$ cat config.mk
export PLATFORM = sky130hd
export DESIGN_NAME = uart_mem_dump_tx_flat
export DESIGN_NICKNAME = d
export VERILOG_FILES = /design/src/rtl/uart_pkg.sv /design/src/rtl/uart_mem_dump_tx_if.sv /design/src/rtl/uart_mem_dump_tx_byte_tx.sv /design/src/rtl/uart_mem_dump_tx.sv /design/src/flat_wrapper.sv
export SDC_FILE = /design/constraint.sdc
export NUM_CORES = 1
export LEC_CHECK = 0
export ABC_CLOCK_PERIOD_IN_PS = 2800
export BUFFER_PORTS_ARGS = -buffer_cell sky130_fd_sc_hd__buf_2
export CAP_MARGIN = 20
export CORE_AREA = 10 10 175 144
export CTS_CLUSTER_SIZE = 10
export DETAILED_ROUTE_END_ITERATION = 16
export DIE_AREA = 0 0 185 154
export PLACE_DENSITY = 0.66
export SLEW_MARGIN = 20
export SYNTH_ARGS = -nofsm -noshare
export SYNTH_HDL_FRONTEND = slang
export SYNTH_SLANG_ARGS = --single-unit
$ cat constraint.sdc
create_clock -name clk -period 2.8 [get_ports clk]
set_input_delay 0.56 -clock clk [delete_from_list [all_inputs] [get_ports clk]]
set_output_delay 0.56 -clock clk [all_outputs]
set_load 0.005 [all_outputs]
$ cat src/rtl/uart_pkg.sv
`default_nettype none
// +----------------------------------------------------------------------------+
// | Module  : uart_pkg                                                         |
// | Brief   : Shared UART types/constants for the TX dump and RX paths.        |
// |           UART_TX_PARITY_EN adds the parity-bit state to the TX enum.      |
// | Revision: 1.0                                                              |
// +----------------------------------------------------------------------------+
package uart_pkg;

  localparam int DATA_W_DEFAULT = 128;
  localparam int BYTES_PER_WORD = DATA_W_DEFAULT / 8;

  localparam logic UART_START_BIT = 1'b0;
  localparam logic UART_STOP_BIT  = 1'b1;

  typedef enum logic [2:0] {
    TX_IDLE       = 3'd0,
    TX_START_BIT  = 3'd1,
    TX_DATA_BITS  = 3'd2,
`ifdef UART_TX_PARITY_EN
    TX_PARITY_BIT = 3'd3,
`endif
    TX_STOP_BIT   = 3'd4
  } tx_state_e;

  typedef enum logic [2:0] {
    DUMP_IDLE   = 3'd0,
    DUMP_FETCH  = 3'd1,
    DUMP_SEND   = 3'd2,
    DUMP_DRAIN  = 3'd3,
    DUMP_FINISH = 3'd4
  } dump_state_e;

  function automatic int bytes_per_word(input int data_w);
    return data_w / 8;
  endfunction

endpackage : uart_pkg
`default_nettype wire

$ cat src/rtl/uart_mem_dump_tx_if.sv
`default_nettype none
// +----------------------------------------------------------------------------+
// | Module  : uart_mem_dump_tx_if                                              |
// | Brief   : Control, memory read port and serial line of the memory dumper.  |
// | Revision: 1.0                                                              |
// +----------------------------------------------------------------------------+
interface uart_mem_dump_tx_if #(
  parameter int ADDR_W = 16,
  parameter int DATA_W = 128
) ();
  logic              start;
  logic [ADDR_W-1:0] base_addr;
  logic [15:0]       word_count;
  logic [ADDR_W-1:0] read_addr;
  logic [DATA_W-1:0] rd_data;
  logic              tx;
  logic              busy;
  logic              done;

  // Master is the requester/memory side, slave is the dumper.
  modport master (
    output start, base_addr, word_count, rd_data,
    input  read_addr, tx, busy, done
  );

  modport slave (
    input  start, base_addr, word_count, rd_data,
    output read_addr, tx, busy, done
  );
endinterface : uart_mem_dump_tx_if
`default_nettype wire

$ cat src/rtl/uart_mem_dump_tx_byte_tx.sv
`default_nettype none
// +----------------------------------------------------------------------------+
// | Module  : uart_byte_tx                                                     |
// | Brief   : One-byte UART transmitter, 8N1 (8E1 with UART_TX_PARITY_EN).     |
// | Revision: 1.0                                                              |
// +----------------------------------------------------------------------------+
module uart_byte_tx
  import uart_pkg::*;
#(
  parameter int CLKS_PER_BIT = 434
) (
  input  wire        clk,
  input  wire        rst_n,
  input  wire        byte_valid,
  input  wire  [7:0] byte_data,
  output logic       byte_ready,
  output logic       idle,
  output logic       tx
);

  localparam int              c_baud_w    = $clog2(CLKS_PER_BIT + 1);
  localparam logic [c_baud_w-1:0] c_baud_last = c_baud_w'(CLKS_PER_BIT - 1);

  tx_state_e           r_state;
  tx_state_e           w_next;
  logic [c_baud_w-1:0] r_baud;
  logic [2:0]          r_bit_idx;
  logic [7:0]          r_shift;
  logic                w_bit_end;
  logic                w_load;
`ifdef UART_TX_PARITY_EN
  logic                r_parity;
`endif

  assign w_bit_end  = (r_baud == c_baud_last);
  // Accepting during the last stop-bit cycle keeps frames back-to-back.
  assign byte_ready = (r_state == TX_IDLE) || ((r_state == TX_STOP_BIT) && w_bit_end);
  assign w_load     = byte_valid && byte_ready;
  assign idle       = (r_state == TX_IDLE);

  always_ff @(posedge clk or negedge rst_n) begin
    if (!rst_n) r_state <= TX_IDLE;
    else        r_state <= w_next;
  end

  always_comb begin
    w_next = r_state;
    case (r_state)
      TX_IDLE:      if (w_load) w_next = TX_START_BIT;
      TX_START_BIT: if (w_bit_end) w_next = TX_DATA_BITS;
      TX_DATA_BITS: begin
        if (w_bit_end && (r_bit_idx == 3'd7)) begin
`ifdef UART_TX_PARITY_EN
          w_next = TX_PARITY_BIT;
`else
          w_next = TX_STOP_BIT;
`endif
        end
      end
`ifdef UART_TX_PARITY_EN
      TX_PARITY_BIT: if (w_bit_end) w_next = TX_STOP_BIT;
`endif
      TX_STOP_BIT:  if (w_bit_end) w_next = w_load ? TX_START_BIT : TX_IDLE;
      default:      w_next = TX_IDLE;
    endcase
  end

  always_ff @(posedge clk or negedge rst_n) begin
    if (!rst_n) begin
      r_baud    <= '0;
      r_bit_idx <= '0;
      r_shift   <= '0;
`ifdef UART_TX_PARITY_EN
      r_parity  <= 1'b0;
`endif
    end else begin
      if ((r_state == TX_IDLE) || w_bit_end) r_baud <= '0;
      else                                   r_baud <= r_baud + 1'b1;

      if (w_load) begin
        r_shift   <= byte_data;
        r_bit_idx <= '0;
`ifdef UART_TX_PARITY_EN
        r_parity  <= ^byte_data;
`endif
      end else if ((r_state == TX_DATA_BITS) && w_bit_end) begin
        r_shift   <= {1'b0, r_shift[7:1]};
        r_bit_idx <= r_bit_idx + 1'b1;
      end
    end
  end

  always_comb begin
    tx = UART_STOP_BIT;
    case (r_state)
      TX_START_BIT:  tx = UART_START_BIT;
      TX_DATA_BITS:  tx = r_shift[0];
`ifdef UART_TX_PARITY_EN
      TX_PARITY_BIT: tx = r_parity;
`endif
      default:       tx = UART_STOP_BIT;
    endcase
  end

endmodule : uart_byte_tx
`default_nettype wire

$ cat src/rtl/uart_mem_dump_tx.sv
`default_nettype none
// +----------------------------------------------------------------------------+
// | Module  : uart_mem_dump_tx                                                 |
// | Brief   : Streams a range of memory words out of a UART, byte 0 first.     |
// |           UART_TX_PARITY_EN selects 8E1 framing in the byte transmitter.   |
// | Revision: 1.0                                                              |
// +----------------------------------------------------------------------------+
module uart_mem_dump_tx
  import uart_pkg::*;
#(
  parameter int CLKS_PER_BIT = 434,
  parameter int READ_LAT     = 2,
  parameter int ADDR_W       = 16,
  parameter int DATA_W       = 128
) (
  input wire                clk,
  input wire                rst_n,
  uart_mem_dump_tx_if.slave bus
);

  localparam int c_bytes = bytes_per_word(DATA_W);
  localparam int c_idx_w = $clog2(c_bytes + 1);
  localparam int c_lat_w = $clog2(READ_LAT + 2);

  dump_state_e         r_state;
  dump_state_e         w_next;
  logic [ADDR_W-1:0]   r_addr;
  logic [15:0]         r_words_left;
  logic [DATA_W-1:0]   r_word;
  logic [c_idx_w-1:0]  r_byte_idx;
  logic [c_lat_w-1:0]  r_lat;
  logic                w_lat_done;
  logic                w_last_byte;
  logic                w_byte_valid;
  logic                w_byte_ready;
  logic                w_byte_idle;
  logic                w_accept;
  logic                w_more_words;
  logic                w_tx;

  assign w_lat_done   = (r_lat == c_lat_w'(READ_LAT));
  assign w_last_byte  = (r_byte_idx == c_idx_w'(c_bytes - 1));
  assign w_byte_valid = (r_state == DUMP_SEND);
  assign w_accept     = w_byte_valid && w_byte_ready;
  assign w_more_words = (r_words_left > 16'd1);

  always_ff @(posedge clk or negedge rst_n) begin
    if (!rst_n) r_state <= DUMP_IDLE;
    else        r_state <= w_next;
  end

  always_comb begin
    w_next = r_state;
    case (r_state)
      DUMP_IDLE: begin
        if (bus.start) w_next = (bus.word_count == 16'd0) ? DUMP_FINISH : DUMP_FETCH;
      end
      DUMP_FETCH:  if (w_lat_done) w_next = DUMP_SEND;
      DUMP_SEND:   if (w_accept && w_last_byte) w_next = DUMP_DRAIN;
      // Wait for the last stop bit to leave the line before moving on.
      DUMP_DRAIN:  if (w_byte_idle) w_next = w_more_words ? DUMP_FETCH : DUMP_FINISH;
      DUMP_FINISH: w_next = DUMP_IDLE;
      default:     w_next = DUMP_IDLE;
    endcase
  end

  always_ff @(posedge clk or negedge rst_n) begin
    if (!rst_n) begin
      r_addr       <= '0;
      r_words_left <= '0;
      r_word       <= '0;
      r_byte_idx   <= '0;
      r_lat        <= '0;
    end else begin
      case (r_state)
        DUMP_IDLE: begin
          if (bus.start) begin
            r_addr       <= bus.base_addr;
            r_words_left <= bus.word_count;
            r_lat        <= '0;
          end
        end
        DUMP_FETCH: begin
          if (w_lat_done) begin
            r_word     <= bus.rd_data;
            r_byte_idx <= '0;
          end else begin
            r_lat <= r_lat + 1'b1;
          end
        end
        DUMP_SEND: begin
          if (w_accept) begin
            r_word     <= {8'h00, r_word[DATA_W-1:8]};
            r_byte_idx <= r_byte_idx + 1'b1;
          end
        end
        DUMP_DRAIN: begin
          if (w_byte_idle && w_more_words) begin
            r_words_left <= r_words_left - 16'd1;
            r_addr       <= r_addr + 1'b1;
            r_lat        <= '0;
          end
        end
        default: ;
      endcase
    end
  end

  uart_byte_tx #(
    .CLKS_PER_BIT (CLKS_PER_BIT)
  ) u_byte_tx (
    .clk        (clk),
    .rst_n      (rst_n),
    .byte_valid (w_byte_valid),
    .byte_data  (r_word[7:0]),
    .byte_ready (w_byte_ready),
    .idle       (w_byte_idle),
    .tx         (w_tx)
  );

  assign bus.read_addr = r_addr;
  assign bus.tx        = w_tx;
  assign bus.busy      = (r_state != DUMP_IDLE);
  assign bus.done      = (r_state == DUMP_FINISH);

endmodule : uart_mem_dump_tx
`default_nettype wire

$ cat src/flat_wrapper.sv
// flat-port wrapper written by rule: the top's interface ports become plain ports
module uart_mem_dump_tx_flat import uart_pkg::*;
#(
  parameter int CLKS_PER_BIT = 434,
  parameter int READ_LAT     = 2,
  parameter int ADDR_W       = 16,
  parameter int DATA_W       = 128
)
  (clk, rst_n, bus_start, bus_base_addr, bus_word_count, bus_rd_data, bus_read_addr, bus_tx, bus_busy, bus_done);
  uart_mem_dump_tx_if #(.ADDR_W(ADDR_W), .DATA_W(DATA_W)) bus_i ();
  input wire clk;
  input wire rst_n;
  input wire logic [$bits(bus_i.start)-1:0] bus_start;
  input wire logic [$bits(bus_i.base_addr)-1:0] bus_base_addr;
  input wire logic [$bits(bus_i.word_count)-1:0] bus_word_count;
  input wire logic [$bits(bus_i.rd_data)-1:0] bus_rd_data;
  output wire logic [$bits(bus_i.read_addr)-1:0] bus_read_addr;
  output wire logic [$bits(bus_i.tx)-1:0] bus_tx;
  output wire logic [$bits(bus_i.busy)-1:0] bus_busy;
  output wire logic [$bits(bus_i.done)-1:0] bus_done;
  assign bus_i.start = bus_start;
  assign bus_i.base_addr = bus_base_addr;
  assign bus_i.word_count = bus_word_count;
  assign bus_i.rd_data = bus_rd_data;
  assign bus_read_addr = bus_i.read_addr;
  assign bus_tx = bus_i.tx;
  assign bus_busy = bus_i.busy;
  assign bus_done = bus_i.done;
  uart_mem_dump_tx #(.CLKS_PER_BIT(CLKS_PER_BIT), .READ_LAT(READ_LAT), .ADDR_W(ADDR_W), .DATA_W(DATA_W)) u_core (.clk(clk), .rst_n(rst_n), .bus(bus_i));
endmodule
==> results of run 1 <==
worst reg2reg max path: stages (launching register included):
cell	delay [ns]
dfrtp_1	0.40
inv_1	0.06
ha_1	0.13
nand4b_1	0.15
o21ai_1	0.47
nand3_1	0.55
o21ai_0	0.33
a31oi_1	0.11
logic make-up after synthesis:
group,count (synthesis),synth area share (%)
AO/OA/AOI/OAI,272,16.48
buffers and inverters,79,3.682
XOR/XNOR,7,0.6352
flip-flops,193,50.04
multiplexers,122,12.65
AND/OR/NAND/NOR,326,15.22
adder cells (fa/ha/maj),10,1.296
cells in the final DEF, fill, tap and decap left out, types with 5 or more instances in the layout:
master / count
dfrtp_1: 193
nand2_1: 189
buf_2: 180
o21ai_0: 156
mux2i_1: 122
nor2_1: 45
a21oi_1: 34
buf_4: 26
nand3_1: 19
clkbuf_16: 17
a22oi_1: 15
o22ai_1: 13
nor3_1: 11
ha_1: 10
inv_1: 9
and3_1: 9
a31oi_1: 9
nor4_1: 9
nand4_1: 8
nand2b_1: 6
or3_1: 5
inv_8: 5
clkinv_8: 5
buf_12: 5
power breakdown:
group | leakage (nW) | total (mW) | internal [mW] | switching [mW]
clock network | 0.302 | 2.53 | 1.24 | 1.29
logic | 3.54 | 0.350 | 0.171 | 0.179
registers | 2.34 | 2.95 | 2.88 | 0.0609
total | 6.18 | 5.82 | 4.29 | 1.53
layout make-up:
cell class                      instances  area (sq um)
Clock inverter                         15         196.4
Clock buffer                           17         425.4
Inverter                                9         33.78
Tap cell                              275         344.1
Timing Repair Buffer                  212          1210
Fill cell                            1987          9968
Antenna cell                            1         2.502
Sequential cell                       193          4830
Multi-Input combinational cell        737          4491
state kept, by name, summed over array words and instances, names as in the netlist:
signal and count:
u_core.r_byte_idx 5, u_core.r_lat 2, u_core.u_byte_tx.r_shift 8, u_core.r_words_left 16, u_core.u_byte_tx.r_bit_idx 3, u_core.r_word 128
u_core.r_state 3, u_core.bus.read_addr 16, u_core.u_byte_tx.r_baud 9, u_core.u_byte_tx.r_state 3
layer usage:
layer	up-vias	share of wire, %
met5	-	0
met4	0	0.71
met3	14	6.0
met2	218	45
met1	3750	48
li1	3932	-
worst max path at each step:
stage / endpoint
floorplan: u_core.r_words_left[13]$_DFFE_PN0P_
global placement: u_core.r_words_left[13]$_DFFE_PN0P_
detailed placement: u_core.r_words_left[13]$_DFFE_PN0P_
CTS: u_core.r_byte_idx[3]$_DFFE_PN0P_
global route: u_core.r_lat[1]$_DFFE_PN0P_
finish: u_core.r_byte_idx[3]$_DFFE_PN0P_
==> key figures, run 1 <==
Run status
  • Outcome: completed

Setup path
  • Worst EP required: 3.11 ns
  • Slowest stage cell, crit path: nand3_1
  • CP top delay family: compound AO/OA/AOI/OAI gates
  • Reg2Reg Depth: 7
  • R2R setup slack: 0.49 ns
  • Crit path buffers/inverters: 1
  • Worst Setup Path Type: flip-flop to flip-flop
  • Reg-to-reg startpoint: u_core.u_byte_tx.r_baud[1]$_DFF_PN0_
  • Critical path depth: 7
  • Arrival time of the worst setup path: 2.62 ns
  • Capturing point of the worst reg2reg path: u_core.r_byte_idx[3]$_DFFE_PN0P_
  • Critical path peak fanout: 16
  • Crit start category: flip-flop
  • CP Cell Sequence: inv_1 > ha_1 > nand4b_1 > o21ai_1 > nand3_1 > o21ai_0 > a31oi_1
  • Crit path capture type: flip-flop
  • Slowest stage delay, CP: 0.55 ns
  • Worst Setup SP: u_core.u_byte_tx.r_baud[1]$_DFF_PN0_

Global route
  • Grt total ovfl: 0
  • Antenna violations before repair: 1
  • GRT busiest layer: met2
  • Vias in the first global route: 7940
  • GR Util met3: 3.980%
  • Largest net degree at the start of global routing: 76
  • Global-route wire length before repair: 41430 um
  • M1 GR Usage: 25.60%
  • GRT Overall Usage: 17.80%
  • Routing usage on met2: 26.60%

Place
  • Port buffer count: 181
  • Placed insts: 1426
  • Placed cell areas: 0.01091 sq mm
  • Pre-CTS WS: 0.4440 ns
  • Placer Congestion: 0.8363
  • DPL Wire Length: 18580 um

Clock network
  • # hold bufs at CTS: 0
  • Setup bufs post-CTS: 0
  • Clock Root Buffer: clkbuf_16
  • Max Root-Sink Buffers: 2
  • H-tree level count: 4
  • Clk_lat worst skew: 0.44 ns
  • Sink Count: 193
  • Clock transition at path regs: 0.09 ns
  • CTS tree: built
  • Post-CTS resize count: 0
  • Cts bufs inserted: 17

STA
  • Fin. Hold Viols: 0
  • Setup tns final: 0 ns
  • Worst slew pin tran: 0.8288 ns
  • Final hold slack: 0.1208 ns
  • Period Utilization, post-route: 82.64%
  • Worst clock skew: 0.01674 ns
  • Final Max Tran Viols: 0
  • Final Critical Period: 2.314 ns
  • Final setup violation count: 0
  • Setup slack after layout: 0.4862 ns
  • Slew headroom: 44.24%
  • FMAX: 432.2 MHz
  • RSZ-0062 raised after global routing: no

Finish
  • Layout cells sized above 1: 21.47%
  • # nets final: 1343
  • Fin util: 53.64%
  • Area grow syn2layout: 19.48%
  • Final std cells w/o fill: 1459
  • Cell area after layout: 0.01153 sq mm

Synth
  • Synth Area per Inst: 9.566 sq um
  • Top-count cell post-synth: dfrtp_1
  • Dominant synthesized flop cell: dfrtp_1
  • Top-area cell type share of the netlist area: 50.04%
  • Sequential area share after synthesis: 50.04%
  • Synth warn: 0
  • Mapped Nets: 1182
  • Post-synthesis async set-or-reset flop share: 100.0%
  • Yosys reg bits: 193
  • Netlist cell types: 70
  • Post-synth EDFFs: 0
  • Leading post-synthesis cells by cell area: dfrtp_1 (50%), mux2i_1 (13%), o21ai_0 (8.1%)
  • Post-synth top area cell: dfrtp_1
  • Mapped Area: 0.009652 sq mm
  • Most frequent cells after synthesis: dfrtp_1 (193), nand2_1 (189), o21ai_0 (156), mux2i_1 (122), nor2_1 (45)
  • Cells after Synth: 1009

Route
  • Vias: 7914
  • Vias per inst: 5.424
  • DRT Pass-1 Iters: 5
  • DRC violations left: 0
  • DRT antenna net count: 0
  • Initial DRC count: 550
  • Final wirelength: 25380 um
  • Drt wl/cell: 17.40 um

Floorplan
  • Row cnt: 48
  • IO Pins: 182
  • Initial Util: 44.89%
  • DIE AREA: 0.02849 sq mm
  • Die width: 185 um
  • Core area: 0.02150 sq mm
  • Die H: 154 um

Power and ir drop
  • P_leak: 6.182 nW
  • Power Total: 5.822 mW
  • P per Cell Area: 504.9 mW/mm^2
  • Maximum vdd drop: 0.4571 mV

Hold path
  • Hold/Removal Path Class: input port to asynchronous set/reset pin

Job
  • Max-cap violation count: 0
No activity file was read; power rests on OpenSTA's default activity.
==> run 2: changes to the inputs <==
- ABC_CLOCK_PERIOD_IN_PS: 2800 -> 2050
- PLACE_DENSITY: 0.66 -> 0.69
- clock period: 2.8 -> 2.05 ns (I/O delays scaled with it)
==> key figures, run 2 (synthesis results as in run 1) <==
Run status
  • Outcome: completed (unchanged)

Finish
  • Layout cells sized above 1: 24.78% (was 21.47%)
  • Final std cells w/o fill: 1511 (was 1459)
  • Fillcell total: 1899 (was 1987)
  • Most frequent cells in the layout: dfrtp_1 (193), nand2_1 (189), buf_2 (180) (unchanged)
  • Reg area: 0.004830 sq mm (unchanged)
  • Fin util: 55.91% (was 53.64%)
  • Largest reg by FF count: u_core.r_word (unchanged)
  • Area grow syn2layout: 24.54% (was 19.48%)
  • Cell area after layout: 0.01202 sq mm (was 0.01153 sq mm)
  • Commonest non-fill, non-tap cell in the layout: dfrtp_1 (unchanged)
  • # nets final: 1395 (was 1343)
  • Number of flip-flops in the largest register: 128 (unchanged)
  • Multi-input gate area: 0.004498 sq mm (was 0.004491 sq mm)

STA
  • FMAX: 502.0 MHz (was 432.2 MHz)
  • RSZ-0062 raised after global routing: no (unchanged)
  • Final hold slack: 0.1829 ns (was 0.1208 ns)
  • Setup tns final: 0 ns (unchanged)
  • Final setup violation count: 0 (unchanged)
  • Worst slew pin tran: 0.4964 ns (was 0.8288 ns)
  • Fin. Hold Viols: 0 (unchanged)
  • Final Critical Period: 1.992 ns (was 2.314 ns)
  • Final Max Tran Viols: 0 (unchanged)
  • Period Utilization, post-route: 97.17% (was 82.64%)
  • Worst clock skew: 0.01471 ns (was 0.01674 ns)
  • Slew headroom: 66.56% (was 44.24%)

Place
  • Placed insts: 1475 (was 1426)
  • Placer Congestion: 0.8931 (was 0.8363)
  • Placed cell areas: 0.01141 sq mm (was 0.01091 sq mm)
  • Port buffer count: 181 (unchanged)
  • DPL Wire Length: 19480 um (was 18580 um)

Global route
  • Grt total ovfl: 0 (unchanged)
  • M1 GR Usage: 25.27% (was 25.60%)
  • Global-route wire length before repair: 42600 um (was 41430 um)
  • GR Util met3: 4.710% (was 3.980%)
  • GRT busiest layer: met2 (unchanged)
  • Routing usage on met2: 28.11% (was 26.60%)
  • Largest net degree at the start of global routing: 61 (was 76)
  • Antenna violations before repair: 1 (unchanged)
  • Vias in the first global route: 8343 (was 7940)
  • GRT Overall Usage: 18.29% (was 17.80%)

Setup path
  • Crit start category: flip-flop (unchanged)
  • CP Cell Sequence: buf_4 > nand3b_1 > o21ai_4 > o31a_1 > buf_4 > o21a_1 > o22a_1 (was inv_1 > ha_1 > nand4b_1 > o21ai_1 > nand3_1 > o21ai_0 > a31oi_1)
  • Crit path capture type: flip-flop (unchanged)
  • CP top delay family: compound AO/OA/AOI/OAI gates (unchanged)
  • Critical path peak fanout: 11 (was 16)
  • Crit path buffers/inverters: 2 (was 1)
  • CP most frequent cell: buf_4
  • Worst EP required: 2.43 ns (was 3.11 ns)
  • Slowest stage delay, CP: 0.38 ns (was 0.55 ns)
  • Slowest stage cell, crit path: dfrtp_1 (was nand3_1)
  • Worst Setup Path Type: flip-flop to flip-flop (unchanged)
  • Arrival time of the worst setup path: 2.37 ns (was 2.62 ns)

Clock network
  • Clock transition at path regs: 0.08 ns (was 0.09 ns)
  • H-tree level count: 4 (unchanged)
  • Cts bufs inserted: 17 (unchanged)
  • Clk_lat worst skew: 0.43 ns (was 0.44 ns)
  • CTS tree: built (unchanged)
  • Sink Count: 193 (unchanged)
  • Max Root-Sink Buffers: 2 (unchanged)
  • Clock Root Buffer: clkbuf_16 (unchanged)

Power and ir drop
  • P per Cell Area: 643.3 mW/mm^2 (was 504.9 mW/mm^2)
  • P_leak: 6.469 nW (was 6.182 nW)
  • Maximum vdd drop: 0.4022 mV (was 0.4571 mV)

Route
  • Drt wl/cell: 17.17 um (was 17.40 um)
  • Final wirelength: 25940 um (was 25380 um)
  • DRT antenna net count: 0 (unchanged)
  • DRT Pass-1 Iters: 4 (was 5)
  • Initial DRC count: 509 (was 550)
  • DRC violations left: 0 (unchanged)
  • Vias: 8205 (was 7914)
  • Vias per inst: 5.430 (was 5.424)

Floorplan
  • Die width: 185 um (unchanged)
  • Core area: 0.02150 sq mm (unchanged)
  • DIE AREA: 0.02849 sq mm (unchanged)
  • IO Pins: 182 (unchanged)
  • Row cnt: 48 (unchanged)
  • Initial Util: 44.89% (unchanged)
  • Die H: 154 um (unchanged)

Job
  • Max-cap violation count: 0 (unchanged)

Hold path
  • Hold/Removal Path Class: input port to flip-flop (was input port to asynchronous set/reset pin)
## run 2: cell types whose count changed in the layout (fill, tap and decap cells not counted), sizes merged
cell         change
clkinvlp         +2
dlygate4sd3      +1
buf             +51
clkinv           -1
clkbuf           +1
inv              -2
## run 2: worst register-to-register path: stages (launching register included)
cell and delay [ns]:
dfrtp_1 0.38, buf_4 0.17, nand3b_1 0.33, o21ai_4 0.32, o31a_1 0.33, buf_4 0.17
o21a_1 0.11, o22a_1 0.12
## run 2: final timing paths
kind                                               start                                       to  slack, ns  cells after the start
setup / recovery           u_core.r_state[2]$_DFFE_PN0P_      u_core.bus.read_addr[7]$_DFFE_PN0P_       0.06                      7
hold / removal                          bus_rd_data[121]           u_core.r_word[121]$_DFFE_PN0P_       0.18                      3
setup reg to reg           u_core.r_state[2]$_DFFE_PN0P_      u_core.bus.read_addr[7]$_DFFE_PN0P_       0.06                      7
hold reg to reg             u_core.r_word[7]$_DFFE_PN0P_  u_core.u_byte_tx.r_shift[7]$_DFFE_PN0P_       0.48                      2
max in group asynchronous                          rst_n     u_core.u_byte_tx.r_baud[8]$_DFF_PN0_       0.83                      3
min in group asynchronous                          rst_n     u_core.bus.read_addr[14]$_DFFE_PN0P_       0.52                      2
## run 2: power breakdown
group	switching, mW	internal, mW
registers	0.0809	3.94
logic	0.252	0.239
clock network	1.60	1.62
total	1.93	5.80
## run 2: area by class of cell
cell class	count	area share, %
Multi-Input combinational cell	737	37.42
Sequential cell	193	40.18
Clock inverter	14	1.187
Timing Repair Buffer	264	14.48
Inverter	9	0.2810
Antenna cell	1	0.02082
Tap cell	275	2.862
Clock buffer	18	3.570
## run 2: per-layer routing
layer | share of wire [%] | routed length [um]
met1 | 46 | 12060
met2 | 46 | 12030
met3 | 6.2 | 1619
met4 | 0.92 | 238
met5 | 0 | 0
## run 2: through the flow
step                setup slack (ns)  power (mW)
floorplan                    0.09159       4.252
global placement             0.09079       4.579
detailed placement           0.05036       4.595
CTS                          0.02178       7.824
global route                0.001459       8.068
finish                       0.05802       7.733
## run 2: what timing repair did
item / in CTS / in global routing
resized for setup: 0 / 4
hold buffers: 1 / 0
endpoints found under the setup margin: 0 / 39
buffers inserted: 0 / 2
endpoints found under the hold margin: 50 / 0
==> run 3: changes to the inputs <==
- ABC_CLOCK_PERIOD_IN_PS: 2050 -> 1700
- CORE_AREA: 10 10 175 144 -> 10 10 158 160
- DIE_AREA: 0 0 185 154 -> 0 0 168 170
- clock period: 2.05 -> 1.7 ns (I/O delays scaled with it)
==> key figures, run 3 (synthesis results as in run 1) <==
Power and ir drop
  • Cell-internal power: 7.111 mW (was 5.801 mW)
  • Sw Share: 25.98% (was 24.98%)
  • Share of power burned in the clock network: 42.1% (was 41.6%)
  • Combinational share of power: 7.2% (was 6.3%)
  • Power Total: 9.607 mW (was 7.733 mW)
  • P per Cell Area: 684.4 mW/mm^2 (was 643.3 mW/mm^2)
  • Sequential share of power: 50.7% (was 52.0%)
  • Maximum vdd drop: 0.5901 mV (was 0.4022 mV)
  • Psw: 2.496 mW (was 1.932 mW)
  • P_leak: 7.294 nW (was 6.469 nW)

Job
  • Max-cap violation count: 0 (unchanged)

Setup path
  • Crit start category: flip-flop (unchanged)
  • Worst Setup Path Type: flip-flop to flip-flop (unchanged)
  • Slowest stage delay, CP: 0.55 ns (was 0.38 ns)
  • Worst EP required: 2.02 ns (was 2.43 ns)
  • Slowest stage cell, crit path: or4b_4 (was dfrtp_1)
  • CP Cell Sequence: or4b_4 > o21ai_4 > buf_6 > nand2_2 > o311a_1 > a211o_1 (was buf_4 > nand3b_1 > o21ai_4 > o31a_1 > buf_4 > o21a_1 > o22a_1)
  • Reg2Reg Depth: 6 (was 7)
  • Capturing point of the worst reg2reg path: u_core.r_words_left[13]$_DFFE_PN0P_ (was u_core.bus.read_addr[7]$_DFFE_PN0P_)
  • Reg-to-reg startpoint: u_core.r_state[1]$_DFFE_PN0P_ (was u_core.r_state[2]$_DFFE_PN0P_)
  • Crit path capture type: flip-flop (unchanged)
  • R2R setup slack: -0.23 ns (was 0.06 ns)
  • Critical path peak fanout: 4 (was 11)
  • Arrival time of the worst setup path: 2.25 ns (was 2.37 ns)

STA
  • Worst clock skew: 0.01777 ns (was 0.01471 ns)
  • RSZ-0062 raised after global routing: yes (was no)
  • Final Max Tran Viols: 0 (unchanged)
  • FMAX: 517.2 MHz (was 502.0 MHz)
  • Final setup violation count: 181 (was 0)
  • Final hold slack: 0.1050 ns (was 0.1829 ns)
  • Setup tns final: -22.42 ns (was 0 ns)
  • Fin. Hold Viols: 0 (unchanged)
  • Period Utilization, post-route: 113.7% (was 97.17%)
  • Slew headroom: 68.47% (was 66.56%)
  • Setup slack after layout: -0.2333 ns (was 0.05802 ns)
  • Final Critical Period: 1.933 ns (was 1.992 ns)
  • Worst slew pin tran: 0.4729 ns (was 0.4964 ns)

Route
  • DRT Pass-1 Iters: 5 (was 4)
  • Vias: 9114 (was 8205)
  • DRT antenna net count: 0 (unchanged)
  • Drt wl/cell: 19.26 um (was 17.17 um)
  • Initial DRC count: 880 (was 509)
  • Final wirelength: 31250 um (was 25940 um)
  • DRC violations left: 0 (unchanged)
  • Vias per inst: 5.616 (was 5.430)

Floorplan
  • Die H: 170 um (was 154 um)
  • IO Pins: 182 (unchanged)
  • Row cnt: 54 (was 48)
  • DIE AREA: 0.02856 sq mm (was 0.02849 sq mm)
  • Initial Util: 44.50% (was 44.89%)
  • Core area: 0.02169 sq mm (was 0.02150 sq mm)
  • Die width: 168 um (was 185 um)

Place
  • Placed insts: 1538 (was 1475)
  • Placer Congestion: 0.9040 (was 0.8931)
  • Placed cell areas: 0.01187 sq mm (was 0.01141 sq mm)
  • Pre-CTS WS: -0.3632 ns (was 0.05036 ns)
  • DPL Wire Length: 19460 um (was 19480 um)
  • Port buffer count: 181 (unchanged)

Clock network
  • Clock Root Buffer: clkbuf_16 (unchanged)
  • Cts bufs inserted: 17 (unchanged)
  • Max Root-Sink Buffers: 2 (unchanged)
  • Sink Count: 193 (unchanged)
  • Clk_lat worst skew: 0.43 ns (about the same)
  • H-tree level count: 4 (unchanged)
  • CTS tree: built (unchanged)
  • Clock transition at path regs: 0.08 ns (about the same)

Finish
  • Final std cells w/o fill: 1623 (was 1511)
  • Reg area: 0.004832 sq mm (was 0.004830 sq mm)
  • Layout cells sized above 1: 40.58% (was 24.78%)
  • Number of flip-flops in the largest register: 128 (unchanged)
  • Fin util: 64.72% (was 55.91%)
  • Multi-input gate area: 0.005273 sq mm (was 0.004498 sq mm)
  • Area grow syn2layout: 45.44% (was 24.54%)
  • Fillcell total: 1652 (was 1899)
  • N_diodes: 0 (was 1)
  • # nets final: 1503 (was 1395)
  • Commonest non-fill, non-tap cell in the layout: dfrtp_1 (unchanged)
  • Cell area after layout: 0.01404 sq mm (was 0.01202 sq mm)
  • Largest reg by FF count: u_core.r_word (unchanged)
  • Most frequent cells in the layout: dfrtp_1 (191), buf_2 (179), nand2_1 (155) (was dfrtp_1 (193), nand2_1 (189), buf_2 (180))

Hold path
  • Min-delay src: bus_rd_data[123] (was bus_rd_data[121])
  • Hold/Removal Path Class: input port to flip-flop (unchanged)
  • Worst hold endpoint: u_core.r_word[123]$_DFFE_PN0P_ (was u_core.r_word[121]$_DFFE_PN0P_)
  • WHS Path Cells: 3 (unchanged)

Global route
  • Grt total ovfl: 0 (unchanged)
  • Vias in the first global route: 8795 (was 8343)
  • Largest net degree at the start of global routing: 54 (was 61)
  • Global-route wire length before repair: 45200 um (was 42600 um)
  • GRT Overall Usage: 19.05% (was 18.29%)
  • Antenna violations before repair: 0 (was 1)

Run status
  • Failing checks: negative setup slack
  • Outcome: complete, but fails checks (was completed)
-- run 3: what timing repair did --
item / in CTS / in global routing
hold endpoints to repair: 45 / 0
hold buffers: 1 / 0
resized for setup: 148 / 162
cloned: 7 / 9
setup buffers: 19 / 20
setup endpoints to repair: 179 / 193
pin swaps: 42 / 54
-- run 3: layout make-up --
| cell class | count | area share, % |
|---|---|---|
| Multi-Input combinational cell | 738 | 37.56 |
| Sequential cell | 193 | 34.42 |
| Timing Repair Buffer | 371 | 21.03 |
| Clock buffer | 18 | 3.129 |
| Tap cell | 280 | 2.496 |
| Clock inverter | 14 | 1.123 |
| Inverter | 9 | 0.2407 |
-- run 3: per-layer routing --
layer  wire, um  track usage (%)  up-vias
li1           -                -     4267
met1      13230            24.83     4420
met2      15370            31.34      363
met3       1870            4.147       64
met4        780            5.261        0
met5          0                0        -
-- run 3: worst max-delay path by stage --
stage                     slack (ns)                                  end  depth (start not counted)                          startpoint
after global placement         -0.21  u_core.r_words_left[13]$_DFFE_PN0P_                          7                           bus_start
final                          -0.23  u_core.r_words_left[13]$_DFFE_PN0P_                          6       u_core.r_state[1]$_DFFE_PN0P_
after floorplan                -0.25  u_core.r_words_left[13]$_DFFE_PN0P_                          7       u_core.r_state[1]$_DFFE_PN0P_
after detailed placement       -0.36  u_core.r_words_left[11]$_DFFE_PN0P_                          7  u_core.r_words_left[6]$_DFFE_PN0P_
after CTS                      -0.18  u_core.r_words_left[10]$_DFFE_PN0P_                          5       u_core.r_state[0]$_DFFE_PN0P_
after global routing           -0.31   u_core.r_words_left[7]$_DFFE_PN0P_                          8       u_core.r_state[0]$_DFFE_PN0P_
-- run 3: critical path, delay by kind of cell (launching register included) --
| family | cells | cell delay (ns) |
|---|---|---|
| AND/OR/NAND/NOR | 2 | 0.60 |
| buffers and inverters | 1 | 0.14 |
| flip-flops | 1 | 0.45 |
| AO/OA/AOI/OAI | 3 | 0.63 |
-- run 3: power by group through the flow --
stage | Sequential (mW) | Combinational [mW] | Clock, mW
floorplan | 4.91 | 0.218 | 0
global placement | 4.93 | 0.604 | 0
detailed placement | 4.94 | 0.617 | 0
CTS | 4.85 | 0.651 | 4.11
global route | 4.89 | 0.775 | 4.31
finish | 4.87 | 0.691 | 4.05
